<file path="config.mk">
export PLATFORM = sky130hd
export DESIGN_NAME = sram_stream_ctrl
export DESIGN_NICKNAME = d
export VERILOG_FILES = /design/src/rtl/sram_stream_ctrl.sv
export SDC_FILE = /design/constraint.sdc
export NUM_CORES = 1
export LEC_CHECK = 0
export ABC_CLOCK_PERIOD_IN_PS = 1790
export CAP_MARGIN = 20
export CORE_MARGIN = 1
export CORE_UTILIZATION = 39
export DETAILED_ROUTE_END_ITERATION = 8
export PLACE_DENSITY_LB_ADDON = 0.2
export SKIP_LAST_GASP = 1
export SYNTH_ARGS = -nofsm -noshare
export SYNTH_HDL_FRONTEND = slang
export SYNTH_SLANG_ARGS = --single-unit
</file>
<file path="constraint.sdc">
create_clock -name clk -period 1.79 [get_ports clk]
set_clock_uncertainty 0.15 [all_clocks]
set_input_delay 0.2685 -clock clk [delete_from_list [all_inputs] [get_ports clk]]
set_output_delay 0.2685 -clock clk [all_outputs]
set_load 0.1 [all_outputs]
</file>
<file path="src/rtl/sram_stream_ctrl.sv">
// Drains 17-bit command/data beats from the SRAM-path FIFO into timed asynchronous SRAM
// write cycles, and serves single-word image-pipeline reads ahead of FIFO traffic.
module sram_stream_ctrl #(
    parameter int ADDR_WIDTH = 16,
    parameter int WR_CYCLES  = 2,
    parameter int RD_CYCLES  = 2
) (
    input  logic                  clk,
    input  logic                  rst,
    input  logic                  fifo_empty,
    input  logic [16:0]           fifo_data,
    output logic                  fifo_rd_en,
    input  logic                  rd_req,
    input  logic [ADDR_WIDTH-1:0] rd_addr,
    output logic                  rd_valid,
    output logic [15:0]           rd_data,
    output logic                  busy,
    output logic [ADDR_WIDTH-1:0] sram_addr,
    output logic                  sram_ce_n,
    output logic                  sram_we_n,
    output logic                  sram_oe_n,
    output logic [15:0]           sram_dq_out,
    output logic                  sram_dq_oe,
    input  logic [15:0]           sram_dq_in
);

    localparam logic [2:0] IDLE     = 3'd0;
    localparam logic [2:0] FETCH    = 3'd1;
    localparam logic [2:0] DECODE   = 3'd2;
    localparam logic [2:0] WR_PULSE = 3'd3;
    localparam logic [2:0] WR_HOLD  = 3'd4;
    localparam logic [2:0] RD_SETUP = 3'd5;
    localparam logic [2:0] RD_WAIT  = 3'd6;
    localparam logic [2:0] RD_DONE  = 3'd7;

    localparam int MAX_CYCLES = (WR_CYCLES > RD_CYCLES) ? WR_CYCLES : RD_CYCLES;
    localparam int CNT_W      = $clog2(MAX_CYCLES) + 1;
    localparam logic [CNT_W-1:0] WR_LAST = CNT_W'(WR_CYCLES - 1);
    localparam logic [CNT_W-1:0] RD_LAST = CNT_W'(RD_CYCLES - 1);

    logic [2:0]            state;
    logic [CNT_W-1:0]      cycleCnt;
    logic [ADDR_WIDTH-1:0] wrAddr;
    logic [ADDR_WIDTH-1:0] beatAddr;

    // Address beats carry at most 16 address bits; wider SRAMs get the upper bits cleared.
    generate
        if (ADDR_WIDTH <= 16) begin : gNarrowAddr
            assign beatAddr = fifo_data[ADDR_WIDTH-1:0];
        end else begin : gWideAddr
            assign beatAddr = {{(ADDR_WIDTH-16){1'b0}}, fifo_data[15:0]};
        end
    endgenerate

    assign busy = (state != IDLE);

    // All pad controls are registered, so each state's pin values appear for the
    // whole cycle spent in that state.
    always_ff @(posedge clk) begin
        if (rst) begin
            state       <= IDLE;
            cycleCnt    <= '0;
            wrAddr      <= '0;
            fifo_rd_en  <= 1'b0;
            rd_valid    <= 1'b0;
            rd_data     <= '0;
            sram_addr   <= '0;
            sram_ce_n   <= 1'b1;
            sram_we_n   <= 1'b1;
            sram_oe_n   <= 1'b1;
            sram_dq_out <= '0;
            sram_dq_oe  <= 1'b0;
        end else begin
            case (state)
                IDLE: begin
                    if (rd_req) begin
                        sram_addr  <= rd_addr;
                        sram_ce_n  <= 1'b0;
                        sram_dq_oe <= 1'b0;
                        state      <= RD_SETUP;
                    end else if (!fifo_empty) begin
                        fifo_rd_en <= 1'b1;
                        state      <= FETCH;
                    end
                end
                FETCH: begin
                    fifo_rd_en <= 1'b0;
                    state      <= DECODE;
                end
                DECODE: begin
                    if (fifo_data[16]) begin
                        wrAddr <= beatAddr;
                        state  <= IDLE;
                    end else begin
                        sram_addr   <= wrAddr;
                        sram_dq_out <= fifo_data[15:0];
                        sram_dq_oe  <= 1'b1;
                        sram_ce_n   <= 1'b0;
                        sram_we_n   <= 1'b0;
                        cycleCnt    <= '0;
                        state       <= WR_PULSE;
                    end
                end
                WR_PULSE: begin
                    if (cycleCnt == WR_LAST) begin
                        sram_we_n <= 1'b1;
                        cycleCnt  <= '0;
                        state     <= WR_HOLD;
                    end else begin
                        cycleCnt <= cycleCnt + CNT_W'(1);
                    end
                end
                WR_HOLD: begin
                    sram_ce_n  <= 1'b1;
                    sram_dq_oe <= 1'b0;
                    wrAddr     <= wrAddr + ADDR_WIDTH'(1);
                    state      <= IDLE;
                end
                RD_SETUP: begin
                    sram_oe_n <= 1'b0;
                    cycleCnt  <= '0;
                    state     <= RD_WAIT;
                end
                RD_WAIT: begin
                    // Data is captured while oe_n is still low, on the final wait clock.
                    if (cycleCnt == RD_LAST) begin
                        rd_data   <= sram_dq_in;
                        sram_oe_n <= 1'b1;
                        sram_ce_n <= 1'b1;
                        rd_valid  <= 1'b1;
                        cycleCnt  <= '0;
                        state     <= RD_DONE;
                    end else begin
                        cycleCnt <= cycleCnt + CNT_W'(1);
                    end
                end
                RD_DONE: begin
                    rd_valid <= 1'b0;
                    state    <= IDLE;
                end
                default: state <= IDLE;
            endcase
        end
    end

endmodule
</file>
==> metrics.yaml <==
sta:
  rsz0062_at_grt: "yes"
  slew_viol_final: 0
  maxSlewHeadroom_pct: 75.1
  max_freq_mhz: 538
  finalCritPeriodShare_pct: 104
  hold_viol: 0
  fin_tns_setup_ns: -0.0692
  setup_viol: 1
  worst_slew_pin_slew_ns: 0.371
  worst_hold_slack_ns: 0.158
  min_period_ns: 1.86
  fin_ws_ns: -0.0692
critical_path:
  reg2regPathDepth: 4
  criticalPathCategory: "reg -> out"
  cp.arrival_ns: 1.44
  critPathMaxFanout: 13
  end_kind: "primary output"
  startpoint_type: "register"
  r2r_start: "state[2]"
  required_ns: 1.37
  cp-startpoint: "state[2]"
cells_and_area:
  fin_nets: 607
  n_fill_cell: 628
  syn_to_final_growth_pct: 71.2
  multi_input_area_um2: 1780
  final_util_pct: 69.9
  drive_above_1_share_pct: 26.0
  stdcell_area_um2: 5800
  diodes: 0
  regArea_um2: 1500
logic_synthesis:
  synth_area_per_cell_um2: 8.23
  yosys-top-cells-count: "nand2_1, dfxtp_1, a21oi_1"
  async_flop_share_pct: 0
  ys.flop_type: "dfxtp_1"
  syn_inst: 412
  seq_area_frac_synth_pct: 44.3
  synth_cell_type_count: 52
  yosysTopAreaCellShare_pct: 44.3
  synth_edf_count: 0
  synth.most_common_cell: "nand2_1"
  syn-num-nets: 466
  synth.largest_area_cell: "dfxtp_1"
  ys_ff_latch: 75
  yosys-top-cells-area: "dfxtp_1, nand2_1, a21oi_1"
  netlist_area_um2: 3390
  yosysWarnings: 0
clock_tree:
  cts_tree: "done"
  h-tree-depth: 3
  cts.sinks: 75
  clk_pin_slew_ns: 0.08
  cts_buffer_depth: 2
  cts_hold_buf: 0
  cts_root_buffer: "clkbuf_8"
  clock_latency_ns: 0.36
  numCtsBuffers: 9
detailed_routing:
  antenna_left: 0
  wl_per_cell_um: 15.6
  firstDrtPassIters: 5
  vias: 3555
  drt_drc_violations_left: 0
  vias_per_cell: 5.37
  drtIter0Drc: 352
  routed_wl_um: 10300
die:
  pin_count: 108
  initial_core_util_pct: 40.8
  dieArea_um2: 9070
  die_width_um: 95.2
  coreArea_um2: 8300
  dieHeight_um: 95.2
  rows: 33
grt:
  grt_pass1_vias: 3278
  grt_pass1_wl_um: 16000
  track_usage_pct: 23.2
  grt_max_degree: 34
  gr-total-overflow: 0
  antenna_found_initial: 0
placed_design:
  port_buffers: 107
  dp_slack_ns: -0.137
  gp_congestion: 0.917
  placed_area_um2: 5400
  hpwl_um: 7470
hold_path:
  worstHoldStart: "rst"
  hold_depth: 2
  hold_path_class: "in -> reg"
outcome:
  status: "finished with violations"
  violations: "negative setup slack"
pwr:
  p_leak_nw: 2.12
  power_density_nw_per_um2: 903
  ir_worst_vdd_v: 0.000500
job:
  drv_cap: 0
power breakdown:
part	internal, mW	switching [mW]
Clock	0.712	0.612
Combinational	0.854	1.15
Sequential	1.79	0.121
flip-flops by register name, indices dropped and copies added (netlist names), 2 cells and up:
register,count
rd_data,16
cycleCnt,2
wrAddr,16
sram_addr,16
sram_dq_out,16
state,3
layout make-up:
class / instances / share of cell area [%]
Clock buffer: 11 / 2.61
Clock inverter: 4 / 0.841
Inverter: 4 / 0.259
Multi-Input combinational cell: 300 / 30.7
Sequential cell: 75 / 25.9
Tap cell: 105 / 2.26
Timing Repair Buffer: 163 / 37.4
path summary, 6_finish.rpt:
| path | to | slack [ns] |
|---|---|---|
| min reg2reg | cycleCnt[1] | 0.33 |
| max reg2reg | wrAddr[9] | 0.04 |
| min | state[0] | 0.16 |
| max | busy | -0.07 |
per-stage QoR:
step | total power [mW] | instances
finish | 5.24 | 662
global route | 5.45 | 662
CTS | 5.19 | 655
detailed placement | 3.81 | 638
global placement | 3.78 | 638
floorplan | 3.03 | 412
cells in the final DEF (no fill, tap or decap), drive strengths merged, types with 3 or more instances in the layout:
| cell | count |
|---|---|
| buf | 110 |
| nand2 | 88 |
| dfxtp | 75 |
| clkdlybuf4s50 | 51 |
| a21oi | 50 |
| nor2 | 25 |
| a211oi | 19 |
| mux2i | 17 |
| clkbuf | 12 |
| nand2b | 11 |
| nand3 | 8 |
| a31oi | 7 |
| o21ai | 7 |
| nor3 | 6 |
| or3 | 6 |
| a311oi | 5 |
| inv | 5 |
| and3 | 4 |
| nand4 | 3 |
| nor4 | 3 |
| nand3b | 3 |
| nor3b | 3 |
| nor2b | 3 |
metal layers:
layer | GRT usage [%] | part of all wire, %
met1 | 29.7 | 43
met2 | 36.1 | 45
met5 | 0 | 0
met4 | 10.4 | 2.4
met3 | 6.38 | 9.3
cell families (layout without fill, tap and decap cells):
logic type	after synthesis	after routing	synth area share [%]
AOI/OAI and AO/OA	107	107	20.2
adders and majority gates	1	1	0.369
xor gates and xnor gates	2	2	0.517
and+or+nand+nor	172	172	24.3
DFF	75	75	44.3
muxes	18	18	5.35
buffers and inverters	37	182	4.98
worst max-delay path, stage by stage (launching register included):
cell and delay, ns:
dfxtp_1 0.33, buf_6 0.16, or3_4 0.40, buf_12 0.17
timing repair:
action                                  in CTS  in global routing
setup buffers                                2                  6
pin swaps                                    1                  6
endpoints found under the setup margin       3                 46
gates resized for setup                      9                 14
gates cloned                                 1                  1
Power figures use the tool's default switching activity.
==> RTL edit 1, RTL diff (same settings) <==
Set the parameter `WR_CYCLES` to 4 (it was 2).
--- a/src/rtl/sram_stream_ctrl.sv
+++ b/src/rtl/sram_stream_ctrl.sv
@@ -2,7 +2,7 @@
 // write cycles, and serves single-word image-pipeline reads ahead of FIFO traffic.
 module sram_stream_ctrl #(
     parameter int ADDR_WIDTH = 16,
-    parameter int WR_CYCLES  = 2,
+    parameter int WR_CYCLES  = 4,
     parameter int RD_CYCLES  = 2
 ) (
     input  logic                  clk,
Function: changed (a bounded check fails within 10 cycles, from zero or initial values and one cycle with rst high).
==> RTL edit 1 against the original RTL <==
  * The flow still finishes with violations (setup timing)
  * Final area is 4.0% higher
  * Largest power group unchanged
  * Synthesized cell count is 0.24% higher
  * Critical path depth is 3 higher
  * Synthesized area is 4.8% higher
  * Critical endpoint is now sram_addr[3]$_SDFFE_PP0P_
  * Worst setup slack better by 0.019 ns
  * Register-to-register slack worse by 0.09 ns
  * Wire length is 0.22% lower
  * Global-route usage is 2.0 points lower
  * Sequential cell count is 1 higher
  * Sequential power is 6% higher
  * Total power is 12% higher
  * Critical path type is now reg -> reg
==> RTL edit 1: results <==
[synth]
synthDistinctLibCells = 47
syn-mean-instance-area_um2 = 8.60
synth_xor_xnor_area_share = 0.0123
muxShareOfSynthArea = 0.103
synth.top_cells.by_count = dfxtp_1, nand2_1, nor2_1
async_flop_share = 0
ys_seq_area_frac = 0.428
synth-compound-area-share = 0.171
syn-num-nets = 472
post-synth-top-area-fraction = 0.428
yosys_warnings = 0
synth_area_leaders = dfxtp_1, mux2i_1, nand2_1
post_synth_fa_ha_maj_area_fraction = 0.0211

[placement]
dpl-instance-area_um2 = 5510
place.detailed.hpwl_mm = 7.21
placed_cell_count = 636
preCtsSetupSlack_ns = -0.260
io_buf_count = 107
globalplace.congestion = 0.849

[worst_setup_path]
timing.critical_path.arrival_ns = 1.91
worst-r2r-cell-count = 6
critical_path.reg2reg.endpoint = sram_addr[3]$_SDFFE_PP0P_
critical_register_to_register_path_startpoint = state[2]$_SDFFE_PP0P_
crit_path_max_fanout = 16

[route]
drt_first_pass_iters = 5
wl_per_cell_um = 15.5
drtIter0Drc = 176
vias = 3515
routed_via_density = 5.29

[clock_tree]
htreeDepth = 3
clk_latency_ns = 0.34
cts_made_buffers = 9
cts.clk_slew.worst_paths_ns = 0.08
cts-root-buf = clkbuf_8
clk_path_buf_depth = 2

[global_routing]
initial_antenna_violation_count = 0
track_usage = 0.212
vias_in_the_first_global_route = 3447
grt_first_pass_wirelength_mm = 16.5
grt_start_max_net_pins = 30

[power]
total_leakage_power_nw = 2.22
irDropWorstVdd_mv = 0.422

[worst_hold_path]
timing.hold.worst_endpoint = wrAddr[7]$_SDFFE_PP0P_
hold_path_class = in -> reg
hold_path_cell_cnt = 2
worst_hold_startpoint = rst

[sta]
hold-worst-slack_ns = 0.199
max-slew-margin-rel = 0.712
finalHoldViolCount = 0
setup-violations-final = 3
tns_ns = -0.0971
post-route-worst-setup-slack_ns = -0.0505

[status]
failed_checks = setup timing
result_of_the_run = finished, violations left

[layout]
final_layout_size_suffix_gt1_frac = 0.282
nNetsFinal = 612
antenna_cells = 0
-- RTL edit 1: cell count changes in the layout (fill, tap and decap cells not counted), moves of 5 or more --
cell      change
a211oi_2      +5
o21ai_0       +8
a21oi_1      -18
nand2_1      -30
mux2i_1      +16
inv_1         +7
nor2_1       +23
buf_4         -7
nand2b_1      -6
-- RTL edit 1: logic make-up (layout without fill, tap and decap cells) --
kind of cell / count (synthesis) / count (layout)
multiplexers: 36 / 36
buffers and inverters: 41 / 185
flip-flops: 76 / 76
AND/OR/NAND/NOR: 159 / 159
adder cells (fa/ha/maj): 6 / 6
XOR/XNOR: 5 / 5
AO/OA/AOI/OAI: 90 / 90
-- RTL edit 1: report_power, final --
part	total [mW]	switching, mW	internal (mW)
Clock	1.34	0.623	0.716
Sequential	2.02	0.164	1.85
Combinational	2.51	1.44	1.07
Total	5.87	2.23	3.64
-- RTL edit 1: what timing repair did --
item	in CTS	in global routing
cloned	1	2
resized for setup	9	32
setup buffers	3	8
setup endpoints to repair	15	58
pin swaps	1	11
-- RTL edit 1: layout make-up --
cell class,instances,area (µm²)
well taps,108,135
flip-flops and latches,76,1530
clock inverters,3,46.3
fillers,655,2730
repair buffers,159,2180
multi-input cells,296,1940
inverters,11,41.3
clock buffers,12,155
-- RTL edit 1: how the worst max path moves through the flow --
stage	start	end	slack (ns)
global route	state[2]$_SDFFE_PP0P_	sram_dq_out[15]$_SDFFE_PP0P_	-0.11
finish	state[2]$_SDFFE_PP0P_	sram_addr[3]$_SDFFE_PP0P_	-0.05
global placement	rd_req	sram_addr[11]$_SDFFE_PP0P_	-0.20
detailed placement	rd_req	sram_addr[7]$_SDFFE_PP0P_	-0.26
CTS	state[2]$_SDFFE_PP0P_	busy	-0.05
floorplan	cycleCnt[1]$_SDFFE_PP0P_	rd_data[10]$_SDFFE_PP0P_	0.003
-- RTL edit 1: layer usage --
metal,vias to the layer above,part of all wire,track usage
li1,1740,-,-
met1,1629,0.42,0.267
met2,129,0.48,0.335
met3,17,0.082,0.0727
met4,0,0.019,0.0769
met5,-,0,0
-- RTL edit 1: worst max-delay path: stages, from the launching register on --
cell      delay (ns)
dfxtp_2         0.33
buf_6           0.12
buf_4           0.13
nor3b_2         0.32
buf_6           0.27
mux2i_1         0.28
a211oi_2        0.11
==> RTL edit 2, RTL diff (same settings) <==
Without the edit above. Reset style: asynchronous (`rst`), changed in one clocked block.
--- a/src/rtl/sram_stream_ctrl.sv
+++ b/src/rtl/sram_stream_ctrl.sv
@@ -56,7 +56,7 @@
 
     // All pad controls are registered, so each state's pin values appear for the
     // whole cycle spent in that state.
-    always_ff @(posedge clk) begin
+    always_ff @(posedge clk or posedge rst) begin
         if (rst) begin
             state       <= IDLE;
             cycleCnt    <= '0;
Function: differs if rst is asserted again (counterexample within 4 cycles, from zero or initial values and one cycle with rst high); with rst held inactive, the same outputs for 10 cycles.
==> RTL edit 2 against the original RTL <==
  * The flow still finishes with violations (setup timing)
  * Synthesized cell count shrank 21%
  * Synthesized area grew 5.0%
  * Non-clock buffer count down 5
  * Critical path depth unchanged
  * Die area is 4.9% higher
  * Count of clock-buffer cells in the layout rose by 2
  * Wire length is 6.4% lower
  * Sequential cell count unchanged
  * Final area rose by 3.2%
  * Worst setup slack improved by 0.0033 ns
  * Highest routed layer unchanged
Power is not shown: default switching activity piles up to over one toggle a cycle in this logic, so the estimate is an artifact.
==> RTL edit 2: results <==
[sta]
post-route-worst-setup-slack_ns = -0.0659
tightest_slew_ns = 0.487
setup-violations-final = 20

[synth]
synth_area_leaders = dfrtp_1, mux2_2, mux2i_1
synth.top_cells.by_count = dfrtp_1, nand2_1, mux2_2
post-synth-top-area-fraction = 0.506
yosys_warnings = 0
ys_seq_area_frac = 0.528
syn-num-nets = 378
yosys_most_used_dff = dfrtp_1
async_flop_share = 1.00
syn-mean-instance-area_um2 = 11.0
synthDistinctLibCells = 52

[worst_setup_path]
crit_path_max_fanout = 4
regToRegSetupSlack_ns = -0.04
worst-r2r-cell-count = 5
critical_path.endpoint_type = output port
critical_register_to_register_path_startpoint = state[2]$_DFFE_PP0P_
critical_path.reg2reg.endpoint = wrAddr[7]$_DFFE_PP0P_

[placement]
place.detailed.hpwl_mm = 6.78
globalplace.congestion = 0.916
placed_cell_count = 552
io_buf_count = 107

[clock_tree]
cts_made_buffers = 9
htreeDepth = 3
cts.clk_slew.worst_paths_ns = 0.08
clk_path_buf_depth = 2
clk_latency_ns = 0.35
cts-root-buf = clkbuf_8

[layout]
nNetsFinal = 528
final_layout_size_suffix_gt1_frac = 0.377
final_cell_count_no_fill = 586
layout.filler_cells = 620
antenna_cells = 0

[global_routing]
vias_in_the_first_global_route = 3003
initial_antenna_violation_count = 0
grt_start_max_net_pins = 34
track_usage = 0.200
grt_first_pass_wirelength_mm = 15.0

[route]
drt_first_pass_iters = 5
drtIter0Drc = 215
wl_per_cell_um = 16.5
routed_via_density = 5.31

[status]
failed_checks = setup timing
result_of_the_run = finished, violations left

[worst_hold_path]
hold_path_class = in -> async
==> RTL edit 2: changes by cell type after synthesis, moves of 6 or more <==
cell      unedited run  this run
a21oi_1             50         9
nand2_1             88        36
o21ai_0              3        26
a211oi_1            18         9
dfrtp_1              0        72
mux2_2               0        31
dfxtp_1             75         0
buf_2                9         2
nand2b_1            11         5
clkbuf_1            19        10
==> RTL edit 2: through the flow <==
stage | hold slack, ns | setup TNS (ns) | cell area [µm²] | utilization | worst slack, ns
6_report | 0.144 | -0.504 | 5990 | 0.683 | -0.0659
3_5_place_dp | 0.353 | -1.52 | 5540 | 0.632 | -0.122
2_1_floorplan | 0.249 | 0 | 3570 | - | 0.0124
5_1_grt | 0.191 | -2.27 | 5990 | 0.683 | -0.103
3_3_place_gp | 0.344 | -0.844 | 5540 | 0.632 | -0.0468
4_1_cts | 0.149 | -0.350 | 5820 | 0.664 | -0.0756
==> RTL edit 2: kinds of logic after synthesis <==
kind of cell	count (synthesis)	synth area share
simple gates	106	0.160
flops	75	0.528
compound gates	67	0.120
mux	49	0.149
buf+inv	25	0.0369
xor+xnor	1	0.00246
fa+ha+maj	1	0.00351
==> RTL edit 2: per-layer routing <==
metal / track usage / wire length, µm
met3: 0.0302 / 532
met5: 0 / 0
met4: 0.0894 / 202
met2: 0.308 / 4590
met1: 0.280 / 4350
==> RTL edit 2: how the worst max path moves through the flow <==
stage                         start                    endpoint  slack, ns  depth (start not counted)
3_5_place_dp          fifo_data[16]       wrAddr[8]$_DFFE_PP0P_      -0.12                          5
2_1_floorplan  state[0]$_DFFE_PP0P_      wrAddr[13]$_DFFE_PP0P_       0.01                          5
5_1_grt        state[0]$_DFFE_PP0P_                        busy      -0.10                          3
6_report       state[1]$_DFFE_PP0P_                        busy      -0.07                          3
4_1_cts        state[0]$_DFFE_PP0P_                        busy      -0.08                          3
3_3_place_gp          fifo_data[16]  sram_dq_out[6]$_DFFE_PP0P_      -0.05                          4
==> RTL edit 2: layout make-up <==
| cell class | instances | share of cell area |
|---|---|---|
| timing repair buffer | 158 | 0.358 |
| sequential | 75 | 0.314 |
| multi-input combinational | 224 | 0.271 |
| clock buffer | 13 | 0.0282 |
| tap | 108 | 0.0226 |
| inverter | 6 | 0.00439 |
| clock inverter | 2 | 0.00167 |
==> RTL edit 2: critical path: stages, from the launching register on <==
cell	delay, ns
dfrtp_1	0.39
buf_6	0.14
or3_4	0.38
buf_12	0.18
==> RTL edit 2: what timing repair did <==
action                                  in CTS  in global routing
resized for setup                            4                 21
cloned                                       0                  1
buffers inserted                            10                  8
pin swaps                                    3                 13
endpoints found under the setup margin       3                 51
